## config.mk

```make
export PLATFORM = sky130hd
export DESIGN_NAME = booth_radix4_mult_param
export DESIGN_NICKNAME = d
export VERILOG_FILES = /design/src/rtl/booth_radix4_mult_param.sv
export SDC_FILE = /design/constraint.sdc
export NUM_CORES = 1
export LEC_CHECK = 0
export CORE_ASPECT_RATIO = 1.1
export CORE_MARGIN = 4
export CORE_UTILIZATION = 40
export CTS_BUF_LIST = sky130_fd_sc_hd__clkbuf_2 sky130_fd_sc_hd__clkbuf_4 sky130_fd_sc_hd__clkbuf_8
export DETAILED_ROUTE_END_ITERATION = 6
export GPL_TIMING_DRIVEN = 0
export MAX_ROUTING_LAYER = met4
export PLACE_DENSITY_LB_ADDON = 0.1
export SLEW_MARGIN = 20
export SYNTH_ARGS = -nofsm -noshare
export SYNTH_HDL_FRONTEND = slang
export SYNTH_SLANG_ARGS = --single-unit
```

## constraint.sdc

```tcl
create_clock -name clk -period 3.2 [get_ports clk]
set_clock_uncertainty 0.1 [all_clocks]
set_input_delay 0.32 -clock clk [delete_from_list [all_inputs] [get_ports clk]]
set_output_delay 0.32 -clock clk [all_outputs]
set_load 0.01 [all_outputs]
```

## src/rtl/booth_radix4_mult_param.sv

```systemverilog
`default_nettype none
// ---------------------------------------------------------------------------
// booth_radix4_mult_param
//   Sequential radix-4 Booth multiplier, WIDTH-generic, signed/unsigned mode,
//   one recoded digit retired per clock, go/over/busy handshake.
// Revision: 1.0
// ---------------------------------------------------------------------------
module booth_radix4_mult_param #(
  parameter int WIDTH = 8
) (
  input  logic                 clk,
  input  logic                 rst,
  input  logic                 go,
  input  logic                 signed_mode,
  input  logic [WIDTH-1:0]     mplier,
  input  logic [WIDTH-1:0]     mcand,
  output logic [2*WIDTH-1:0]   product,
  output logic                 over,
  output logic                 busy,
  output logic [1:0]           state
);

  localparam int W2 = WIDTH + 2;
  localparam int N  = W2 / 2;
  localparam int HW = W2 + 2;
  localparam int CW = (N > 1) ? $clog2(N) : 1;
  localparam logic [CW-1:0] LAST = CW'(N - 1);

  localparam logic [1:0] IDLE = 2'd0;
  localparam logic [1:0] CALC = 2'd1;
  localparam logic [1:0] DONE = 2'd2;

  logic [1:0]      next_state;
  logic [W2-1:0]   cand;
  logic [HW-1:0]   hi;
  logic [W2-1:0]   lo;
  logic            prev;
  logic [CW-1:0]   step;

  logic [W2-1:0]   mplier_ext;
  logic [W2-1:0]   mcand_ext;
  logic [HW-1:0]   cand_w;
  logic [HW-1:0]   addend;
  logic [HW-1:0]   sum;
  logic [HW-1:0]   new_hi;
  logic [W2-1:0]   new_lo;
  logic [2*W2-1:0] full;
  logic            unused_bits;

  // Both modes share one signed recoder thanks to the 2-bit extension.
  assign mplier_ext = signed_mode ? {{2{mplier[WIDTH-1]}}, mplier} : {2'b00, mplier};
  assign mcand_ext  = signed_mode ? {{2{mcand[WIDTH-1]}}, mcand}   : {2'b00, mcand};
  assign cand_w     = {{2{cand[W2-1]}}, cand};

  always_comb begin
    addend = '0;
    case ({lo[1:0], prev})
      3'b001, 3'b010: addend = cand_w;
      3'b011:         addend = cand_w << 1;
      3'b100:         addend = -(cand_w << 1);
      3'b101, 3'b110: addend = -cand_w;
      default:        addend = '0;
    endcase
  end

  assign sum    = hi + addend;
  assign new_hi = {{2{sum[HW-1]}}, sum[HW-1:2]};
  assign new_lo = {sum[1:0], lo[W2-1:2]};
  assign full   = {new_hi[W2-1:0], new_lo};

  assign unused_bits = ^{new_hi[HW-1:W2], full[2*W2-1:2*WIDTH]};

  always_ff @(posedge clk or negedge rst) begin
    if (!rst) begin
      state <= IDLE;
    end else begin
      state <= next_state;
    end
  end

  always_comb begin
    next_state = IDLE;
    case (state)
      IDLE:    next_state = go ? CALC : IDLE;
      CALC:    next_state = (step == LAST) ? DONE : CALC;
      DONE:    next_state = IDLE;
      default: next_state = IDLE;
    endcase
  end

  always_comb begin
    over = 1'b0;
    busy = 1'b0;
    case (state)
      CALC: busy = 1'b1;
      DONE: begin
        over = 1'b1;
        busy = 1'b1;
      end
      default: begin
        over = 1'b0;
        busy = 1'b0;
      end
    endcase
  end

  always_ff @(posedge clk or negedge rst) begin
    if (!rst) begin
      cand    <= '0;
      hi      <= '0;
      lo      <= '0;
      prev    <= 1'b0;
      step    <= '0;
      product <= '0;
    end else begin
      if (state == IDLE && go) begin
        cand <= mcand_ext;
        lo   <= mplier_ext;
        hi   <= '0;
        prev <= 1'b0;
        step <= '0;
      end else if (state == CALC) begin
        hi   <= new_hi;
        lo   <= new_lo;
        prev <= lo[1];
        step <= step + 1'b1;
        // The last digit's result goes straight to the output register.
        if (step == LAST) begin
          product <= full[2*WIDTH-1:0];
        end
      end
    end
  end

endmodule
`default_nettype wire

```

Word-level counts from Yosys, hierarchy flattened. Cells that the tools add are included.

$add $sub $neg: 4. Equality and inequality tests: 9. Muxes and demuxes: 16. Bitwise logic cells: 1. Reduce and logical (&&, ||, !) cells: 7.

Operator list (count): one-hot mux 12 bit (4 select lines) (1); 2-to-1 mux 10 bit (4); 2-to-1 mux 12 bit (2); negation 12 bit (2); adder 12 bit (1); == test 3 bit, second input constant (4); == test 3 x 2 -> 1 bit, second input constant (2); 2-to-1 mux 3 bit (2); OR reduction 2 bit (3); 2-to-1 mux 1 bit (5); one-hot mux 2 bit (2 select lines) (1); adder 3 x 1 -> 3 bit, second input constant (1); == test 3 x 1 -> 1 bit, second input constant (1); AND reduction 3 bit (1); == test 2 x 1 -> 1 bit, second input constant (1); == test 2 bit, second input constant (1); zero test 2 bit (1); 2-to-1 mux 2 bit (1); nonzero test 2 bit (1); logical AND 1 bit (1); NOT 1 bit (1).

Register bits after elaboration: 54. Input port bits: 20. Output and inout port bits: 20. Logic and storage cells: 44.

Depth between registers and ports, before layout. Gate-level depths: netlist of the first run.

Depth in word-level cells: 6. Depth in mapped cells: 17. Depth with buffers taken out: 17.

Least setup slack after synthesis of the first run. No wires, ideal clock.

Path kind: flip-flop to flip-flop. Start: register cand[2]. End: register hi[10]. Library setup time: 0.078 ns. Arrival time: 3.260 ns. Data required time: 3.022 ns. Path slack: -0.238 ns. Stages on the path, launching flop included: 17. Buffers on the path: 1. Clock period less this slack: 3.438 ns. Path through: dfrtp_1 nor3_4 nand2_2 or3_4 nand2_2 xor2_2 o21ai_1 a22o_1 ha_1 buf_2 a21oi_1 nand2_1 a21o_1 o41ai_2 xor2_1 or3_1 a21oi_1.

Cells in the longest elaborated chain, start to end: 5. Elaborated cells between the ends (all ways): 6. Classes of those cells: add/sub: 3; mux: 3.

RTL lines: from (decl) (line 34) `logic [W2-1:0] cand;`; from (signal assigned) (line 117) `cand <= mcand_ext;`; negation 12 bit (on tied branches) (line 61, 60); one-hot mux 12 bit (4 select lines) (*) (line 57) `case ({lo[1:0], prev})`; adder 12 bit (*) (line 66) `assign sum = hi + addend;`; 2-to-1 mux 12 bit (*) (line 122) `end else if (state == CALC) begin`; 2-to-1 mux 12 bit (*) (line 116) `if (state == IDLE && go) begin`; to (signal assigned) (line 123) `hi <= new_hi;`; to (decl) (line 35) `logic [HW-1:0] hi;`.

Mark *: on every way between the ends. The rest lies on a longest branch, timed or not. The select of a mux whose other input is x is not followed. A chain may end at the register's enable or synchronous reset.

Worst setup path after layout of the first run.
Start: register cand[1]. End: register hi[10].

Same word-level chain as after synthesis.

==> out/results.tsv, run 1 <==
stage	metric	value	unit
run_status	run_status	complete, but fails checks	
run_status	failed_checks	setup timing	
drt	drcViolationCount	0	
global_routing	grt_pass1_wl	13300	um
logic_synthesis	syn_avg_cell_area	8.72	um2
logic_synthesis	yosys_warnings	0	
logic_synthesis	netlist_area	0.00311	mm2
global_routing	grt_pass1_vias	2672	
cts	cts.sinks	51	
global_routing	antenna_found_initial	0	
timing	rsz0062_at_grt	true	
worst_setup_path	critPathMaxFanout	4	
power	p_leak	1.86	nW
logic_synthesis	synth_async_sr_flop_share	1.00	
placed_design	dpl-instance-area	0.00363	mm2
placed_design	gp_congestion	0.839	
logic_synthesis	synth_cells	357	
timing	setup-tns-final	-135	ps
worst_setup_path	cp_data_arrival_time	3460	ps
global_routing	grt_max_degree	52	
drt	wirelength	8010	um
worst_setup_path	ff2ff_setup_slack	-130	ps
logic_synthesis	ys_types	49	
min_path	hp-class	flip-flop to flip-flop	
worst_setup_path	cpMostUsedCell	nand2_2	
logic_synthesis	synth_edf_count	0	
power	power-per-cell-area	1320	mW/mm2
worst_setup_path	slowest_stage	dfrtp_2	
worst_setup_path	path_class	flip-flop to flip-flop	
global_routing	grt_overflow	0	
global_routing	grtUsageTotal	0.187	
worst_setup_path	critPathTopFamily	simple AND/OR/NAND/NOR gates	
floorplan	io_pins	40	
worst_setup_path	cp-start-kind	flip-flop	
worst_setup_path	max_stage_delay	450	ps
logic_synthesis	synth_fp_nets	395	
cts	worstSkewPairLatency	310	ps
drt	ant_nets	0	
floorplan	start_util	0.414	
floorplan	die_h	101	um
logic_synthesis	synth-seq-cells	51	
cts	cts_tree	done	
logic_synthesis	ys_seq_area_frac	0.410	
drt	num_vias	2690	
drt	viasPerCell	5.11	
placed_design	io_buffer_count	39	
finish	syn_to_final_growth	28.7	%
timing	slew_headroom	0.376	
drt	drt-wirelength-per-cell	15.2	um
timing	worst_pin_slew	929	ps
drt	dr.first_iter.drc_count	109	
power	ir_drop	0.469	mV
finish	nNetsFinal	458	
finish	finalInstanceArea	0.00401	mm2
cts	clk_pin_slew_worst_paths	110	ps
logic_synthesis	synth_top_area_frac	0.410	
cts	htree_levels	2	
timing	hold-worst-slack	387	ps
floorplan	die_x	92.1	um
timing	finalHoldViolations	0	
worst_setup_path	crit_required	3330	ps
logic_synthesis	yosysTopAreaCell	dfrtp_1	
drt	drt_pass1_iterations	4	
worst_setup_path	crit_buf_inv	0	
cts	numCtsBuffers	5	
placed_design	hpwl	5620	um
logic_synthesis	yosys-top-cells-area	dfrtp_1, nand2_1, ha_1	
timing	fmax	0.300	GHz
finish	final_cell_mix	nand2_1, dfrtp_1, clkdlybuf4s50_1	
run	max-cap-violations	0	
cts	clockRootBuffer	clkbuf_8	
timing	slew_violations	0	
finish	layout-drive-gt1-share	0.164	
finish	post-route-util	0.533	
timing	period_minus_slack	3330	ps
finish	final_common_cell	nand2_1	
worst_setup_path	crit_chain	nor3_4 -> nand2_2 -> or3_4 -> nand2_4 -> xor2_2 -> o21ai_1 -> a22o_1 -> ha_4 -> a21oi_2 -> nand2_2 -> a21o_1 -> o41ai_2 -> xor2_1 -> or3_1 -> a21oi_1	
floorplan	die_area	0.00926	mm2
timing	fin_ws	-135	ps
placed_design	dp_slack	-442	ps
worst_setup_path	crit_path_end_kind	flip-flop	
floorplan	rows	33	
floorplan	core-area	0.00751	mm2
logic_synthesis	synth_flop_cell	dfrtp_1	
timing	setup_viol_count_final	1	
finish	n_antenna_cell	0	
timing	finalCritPeriodShare	1.04	
cts	clockBufferDepth	2	
[tightest hold or removal path, cell delays in order, from the launching register on]
cell	delay (ps)
dfrtp_1	360
nand2_1	50
nand2_1	60
[state kept, by name (all words and copies together), names as in the netlist]
signal   cells
product     16
hi          10
lo          10
cand         9
step         3
state        2
prev         1
[metal layers]
layer / part of all wire / track usage
met1: 0.46 / 0.242
met4: 0.011 / 0.0400
met2: 0.50 / 0.316
met5: 0 / -
met3: 0.028 / 0.0246
[synth_stat cells (2+ instances only)]
master	number
buf_1	2
o21a_1	2
dfrtp_1	51
nor3_1	4
a21oi_1	15
mux2_2	2
mux2i_1	20
o21ai_0	25
a21o_1	5
a221oi_1	3
a32oi_1	2
nand3_1	3
o22ai_1	3
clkbuf_1	11
or2_1	2
ha_1	17
o21ai_1	4
nand2b_1	2
nand2_1	87
a22oi_1	4
o21bai_1	2
xor2_1	8
buf_2	5
nor2_1	28
nand2_2	2
xnor2_1	10
nor2b_1	4
inv_1	12
nand4_1	2
[what timing repair did]
item	CTS	global route
endpoints found under the setup margin	8	8
hold endpoints to repair	51	0
hold buffers	1	0
pin swaps	14	14
resized for setup	17	31
buffers inserted	12	7
[report_power, final]
group | switching (mW) | internal [mW]
Sequential | 0.299 | 0.979
Combinational | 1.86 | 1.75
Clock | 0.240 | 0.159
Total | 2.40 | 2.89
[worst paths after layout]
path	cells after the start	start	endpoint
worst min register to register	2	product[6]$_DFFE_PN0P_	product[6]$_DFFE_PN0P_
max in group asynchronous	2	rst	cand[2]$_DFFE_PN0P_
worst max register to register	15	cand[1]$_DFFE_PN0P_	hi[10]$_DFFE_PN0P_
worst max-delay path	15	cand[1]$_DFFE_PN0P_	hi[10]$_DFFE_PN0P_
worst min-delay path	2	product[6]$_DFFE_PN0P_	product[6]$_DFFE_PN0P_
min in group asynchronous	2	rst	cand[5]$_DFFE_PN0P_
[layout make-up]
type	instances	area (um2)
fillers	755	3510
flip-flops and latches	51	1280
clock buffers	5	68.8
multi-input cells	276	1840
well taps	105	131
repair buffers	57	529
inverters	12	45.0
plain buffers	17	87.6
clock inverters	3	23.8
[metrics by stage]
stage                     std cells  total power, mW
after floorplan                 357             3.52
final                           526             5.29
after global placement          501             4.33
after global routing            526             5.78
after detailed placement        501             4.37
after CTS                       520             5.07
[cell families after synthesis]
logic type      synth area share
xor+xnor                  0.0559
mux                       0.0716
flops                      0.410
fa+ha+maj                 0.0748
simple gates               0.197
compound gates             0.152
buf+inv                   0.0382
Power figures use the tool's default switching activity.
==> run 2, diff against run 1 <==
Settings changed: SKIP_LAST_GASP set to 1, TNS_END_PERCENT set to 100.
==> run 2 against run 1 <==
Maximum frequency decreased by 0.26%. Flip-flop and latch count unchanged. The flow still finishes with violations (setup timing). Largest cell class unchanged. Setup slack got worse by 8.8 ps. Sequential power about the same. Sequential share of layout area about the same. Total power decreased by 0.32%. Critical path depth unchanged. Die area unchanged. Core utilization decreased by 0.083 points. Worst hold slack about the same. Routed wire length increased by 0.24%.
==> out/results.tsv, run 2 (synthesized netlist as in run 1, its figures left out) <==
stage	metric	value	unit
run_status	run_status	complete, but fails checks	
run_status	failed_checks	setup timing	
finish	nNetsFinal	458	
cts	htree_levels	2	
timing	finalHoldViolations	0	
timing	worst_pin_slew	918	ps
cts	cts_tree	done	
drt	drcViolationCount	0	
timing	setup_viol_count_final	2	
cts	worstSkewPairLatency	310	ps
min_path	hp-class	flip-flop to flip-flop	
power	p_leak	1.86	nW
power	total_power	5.27	mW
drt	wirelength	8020	um
floorplan	io_pins	40	
floorplan	rows	33	
floorplan	die_x	92.1	um
drt	drt-wirelength-per-cell	15.3	um
cts	cts.sinks	51	
timing	slew_violations	0	
global_routing	grt_pass1_vias	2675	
finish	largest_reg_flops	16	
worst_setup_path	ff2ff_path_depth	15	
finish	final_common_cell	nand2_1	
timing	fmax	0.299	GHz
floorplan	start_util	0.414	
drt	ant_nets	0	
placed_design	gp_congestion	0.839	
finish	top_register	product	
drt	drt_pass1_iterations	4	
cts	numCtsBuffers	5	
floorplan	die_area	0.00926	mm2
cts	clockRootBuffer	clkbuf_8	
worst_setup_path	cp-start-kind	flip-flop	
floorplan	die_h	101	um
global_routing	grt_overflow	0	
finish	syn_to_final_growth	28.5	%
finish	layout-drive-gt1-share	0.162	
timing	finalCritPeriodShare	1.04	
timing	rsz0062_at_grt	true	
cts	clk_pin_slew_worst_paths	110	ps
drt	dr.first_iter.drc_count	86	
worst_setup_path	path_class	flip-flop to flip-flop	
min_path	hold_depth	2	
global_routing	grt_max_degree	52	
worst_setup_path	ff2ff_setup_slack	-140	ps
worst_setup_path	cp_data_arrival_time	3470	ps
global_routing	grt_pass1_wl	13300	um
drt	num_vias	2691	
finish	n_antenna_cell	0	
run	max-cap-violations	0	
placed_design	dp_slack	-442	ps
worst_setup_path	crit_end	hi[10]$_DFFE_PN0P_	
timing	period_minus_slack	3340	ps
global_routing	grtUsageTotal	0.187	
placed_design	io_buffer_count	39	
power	power-per-cell-area	1320	mW/mm2
finish	final_cell_mix	nand2_1, dfrtp_1, clkdlybuf4s50_1	
timing	fin_ws	-143	ps
worst_setup_path	critPathMaxFanout	4	
worst_setup_path	r2r-start	cand[1]$_DFFE_PN0P_	
placed_design	hpwl	5620	um
worst_setup_path	startpoint	cand[1]$_DFFE_PN0P_	
global_routing	antenna_found_initial	0	
worst_setup_path	crit_path_end_kind	flip-flop	
worst_setup_path	r2r-end	hi[10]$_DFFE_PN0P_	
power	ir_drop	0.469	mV
finish	largestRegisters	product: 16 flops, hi: 10 flops, lo: 10 flops	
floorplan	core-area	0.00751	mm2
timing	slew_headroom	0.384	
worst_setup_path	crit_required	3330	ps
cts	clockBufferDepth	2	
drt	viasPerCell	5.12	
run 2: cell counts in the layout (fill, tap and decap cells not counted):
Identical to the previous run, type by type.
run 2: layout make-up:
class,instances,area [um2]
timing repair buffer,57,526
multi-input combinational,276,1840
clock buffer,5,68.8
fill,758,3520
clock inverter,3,23.8
inverter,12,45.0
buffer,17,87.6
sequential,51,1280
tap,105,131
run 2: report_power, final:
group / switching (mW) / internal, mW
sequential: 0.300 / 0.979
clock: 0.241 / 0.159
combinational: 1.85 / 1.74
run 2: what timing repair did:
action | in CTS | in global routing
setup buffers | 12 | 7
endpoints found under the setup margin | 8 | 8
resized for setup | 16 | 28
hold endpoints to repair | 51 | 0
hold buffers | 1 | 0
pin swaps | 14 | 12
run 2: metrics by stage:
stage          TNS, ps  cells  instance area [um2]  hold slack, ps   util
2_1_floorplan     -130    357                 3110           -75.6      -
3_3_place_gp     -1150    501                 3640             361  0.484
3_5_place_dp     -1260    501                 3630             307  0.484
4_1_cts           -311    520                 3870             392  0.514
5_1_grt           -394    526                 4000             410  0.532
6_report          -158    526                 4000             387  0.532
run 2: routing by layer:
metal / vias up / part of all wire / track usage
met5: - / 0 / -
li1: 1337 / - / -
met4: 0 / 0.011 / 0.0400
met2: 45 / 0.50 / 0.316
met1: 1301 / 0.46 / 0.242
met3: 8 / 0.024 / 0.0246
run 2: worst max-delay path, stage by stage (launching register included):
cell     delay [ps]
dfrtp_2         450
nor3_4          240
nand2_2          90
or3_4           350
nand2_4          70
xor2_2          160
o21ai_1          70
a22o_1          260
ha_4            260
a21oi_2         130
nand2_1          80
a21o_1          180
o41ai_2         240
xor2_1          120
or3_1           320
a21oi_1         120
run 2: worst min-delay path by stage:
stage                      startpoint                      to  slack (ps)
6_report       product[6]$_DFFE_PN0P_  product[6]$_DFFE_PN0P_         390
2_1_floorplan                     rst     cand[0]$_DFFE_PN0P_         -80
3_3_place_gp   product[6]$_DFFE_PN0P_  product[6]$_DFFE_PN0P_         360
5_1_grt        product[7]$_DFFE_PN0P_  product[7]$_DFFE_PN0P_         410
3_5_place_dp                      rst     cand[5]$_DFFE_PN0P_         310
4_1_cts        product[6]$_DFFE_PN0P_  product[6]$_DFFE_PN0P_         390
==> run 3, diff against run 2 <==
Settings changed: CORE_MARGIN 4 to not set.
==> run 3 against run 2 <==
The run still ends with setup timing left. Flip-flop and latch count unchanged. Critical endpoint is now hi[8]$_DFFE_PN0P_. Critical path depth rose by 1. First-iteration DRC count rose by 31%. Non-clock buffer count unchanged. Design area is 0.75% lower. Worst hold slack lost 1.7 ps. Maximum frequency fell by 1.8%. Critical path type unchanged. Largest cell class unchanged. Clock-buffer cell count stayed put. Routed wire length decreased by 2.0%.
==> out/results.tsv, run 3 (synthesized netlist as in run 1, its figures left out) <==
stage	metric	value	unit
drt	ant_nets	0	
placed_design	numPlacedInstances	501	
run_status	failed_checks	setup timing	
global_routing	use_met2	0.354	
drt	num_vias	2659	
drt	drcViolationCount	0	
floorplan	die_h	94.5	um
timing	worst_pin_slew	923	ps
finish	largest_reg_flops	16	
floorplan	die_x	86.1	um
power	power.share.clock	0.089	
timing	slew_violations	0	
timing	period_minus_slack	3410	ps
global_routing	grtUsageMet3	0.0271	
cts	clockBufferDepth	2	
power	ir_drop	0.499	mV
drt	drt-wirelength-per-cell	15.0	um
floorplan	start_util	0.416	
finish	nFillCells	692	
run_status	run_status	complete, but fails checks	
finish	nNetsFinal	458	
cts	cts_tree	done	
timing	finalCritPeriodShare	1.06	
drt	dr.first_iter.drc_count	113	
timing	finalHoldViolations	0	
power	switching_share	0.448	
worst_setup_path	critPathMaxFanout	4	
placed_design	gp_congestion	0.908	
finish	layout-drive-gt1-share	0.147	
finish	final_cell_mix	nand2_1, dfrtp_1, clkdlybuf4s50_1	
timing	slew_headroom	0.380	
timing	fin_ws	-206	ps
finish	multiInputGateArea	0.00180	mm2
finish	n_antenna_cell	0	
floorplan	core-area	0.00747	mm2
cts	cts.sinks	51	
power	p_switching	2.37	mW
power	p_int	2.92	mW
worst_setup_path	path_class	flip-flop to flip-flop	
power	p_seq_frac	0.239	
drt	viasPerCell	5.06	
worst_setup_path	crit_path_end_kind	flip-flop	
placed_design	hpwl	5370	um
timing	fmax	0.294	GHz
cts	htree_levels	2	
floorplan	io_pins	40	
global_routing	grt_use_met1	0.274	
run	max-cap-violations	0	
cts	worstSkewPairLatency	320	ps
global_routing	grtUsageTotal	0.213	
global_routing	grt_overflow	0	
drt	wirelength	7870	um
finish	largestRegisters	product: 16 flops, hi: 10 flops, lo: 10 flops	
global_routing	grt_max_degree	52	
worst_setup_path	cp_data_arrival_time	3490	ps
finish	final-seq-area	0.00128	mm2
floorplan	rows	33	
placed_design	io_buffer_count	39	
timing	setup_viol_count_final	3	
finish	instances_no_fill	526	
floorplan	die_area	0.00814	mm2
finish	top_register	product	
cts	clk_pin_slew_worst_paths	100	ps
drt	drt_pass1_iterations	4	
worst_setup_path	cp-start-kind	flip-flop	
placed_design	dp_slack	-475	ps
timing	rsz0062_at_grt	true	
finish	final_common_cell	nand2_1	
global_routing	antenna_found_initial	0	
global_routing	grt_pass1_wl	12800	um
min_path	hp-class	flip-flop to flip-flop	
cts	numCtsBuffers	5	
global_routing	grt_pass1_vias	2521	
power	pwr-share-comb	0.673	
finish	syn_to_final_growth	27.5	%
power	power-per-cell-area	1330	mW/mm2
cts	clockRootBuffer	clkbuf_8	
global_routing	busiest_layer	met2	
worst_setup_path	crit_required	3280	ps
power	p_leak	1.87	nW
==> run 3: critical path, cell delays in order (launching register included) <==
cell     delay [ps]
dfrtp_2         450
nor3_4          240
nand2_2         100
or3_4           340
nand2_2          80
xor2_2          170
o21ai_1          80
a22o_1          260
ha_4            280
a21oi_2         130
nand2_1          80
buf_4           130
buf_4           120
a41o_1          250
a31oi_2         180
xor2_1          200
a21oi_1          90
==> run 3: cell type report <==
| cell class | count | share of cell area |
|---|---|---|
| multi-input cells | 276 | 0.454 |
| flip-flops and latches | 51 | 0.322 |
| repair buffers | 57 | 0.132 |
| well taps | 105 | 0.0331 |
| plain buffers | 17 | 0.0183 |
| clock buffers | 5 | 0.0173 |
| inverters | 12 | 0.0113 |
| clock inverters | 3 | 0.0110 |
==> run 3: worst paths after layout <==
check | depth (start not counted) | from | endpoint | slack (ps)
hold / removal | 2 | product[6]$_DFFE_PN0P_ | product[6]$_DFFE_PN0P_ | 390
setup reg to reg | 16 | cand[2]$_DFFE_PN0P_ | hi[8]$_DFFE_PN0P_ | -210
min in group asynchronous | 2 | rst | cand[6]$_DFFE_PN0P_ | 460
max in group asynchronous | 2 | rst | cand[2]$_DFFE_PN0P_ | 2040
setup / recovery | 16 | cand[2]$_DFFE_PN0P_ | hi[8]$_DFFE_PN0P_ | -210
hold reg to reg | 2 | product[6]$_DFFE_PN0P_ | product[6]$_DFFE_PN0P_ | 390
==> run 3: through the flow <==
stage	hold WS [ps]	total power [mW]	area (um2)	setup TNS [ps]	util
5_1_grt	412	5.79	3970	-1090	0.531
6_report	386	5.29	3970	-490	0.531
3_3_place_gp	361	4.32	3640	-1090	0.487
4_1_cts	390	5.11	3890	-449	0.521
2_1_floorplan	-75.6	3.52	3110	-130	-
3_5_place_dp	311	4.35	3630	-1130	0.486
==> run 3: timing repair <==
action / CTS / global route
resized for setup: 15 / 13
endpoints found under the hold margin: 51 / 0
setup buffers: 12 / 5
hold buffers: 1 / 0
pin swaps: 15 / 10
endpoints found under the setup margin: 6 / 8
==> run 3: layer usage <==
| layer | wire length (um) | vias up | share of wire |
|---|---|---|---|
| li1 | - | 1331 | - |
| met1 | 3590 | 1257 | 0.46 |
| met2 | 3800 | 61 | 0.48 |
| met3 | 353 | 10 | 0.045 |
| met4 | 119 | 0 | 0.015 |
| met5 | 0 | - | 0 |
==> run 3: power by group through the flow <==
stage / combinational (mW) / clock [mW] / sequential (mW)
after floorplan: 2.27 / 0 / 1.24
after global placement: 3.07 / 0 / 1.25
after detailed placement: 3.10 / 0 / 1.25
after CTS: 3.36 / 0.478 / 1.26
after global routing: 3.98 / 0.506 / 1.30
final: 3.56 / 0.470 / 1.26
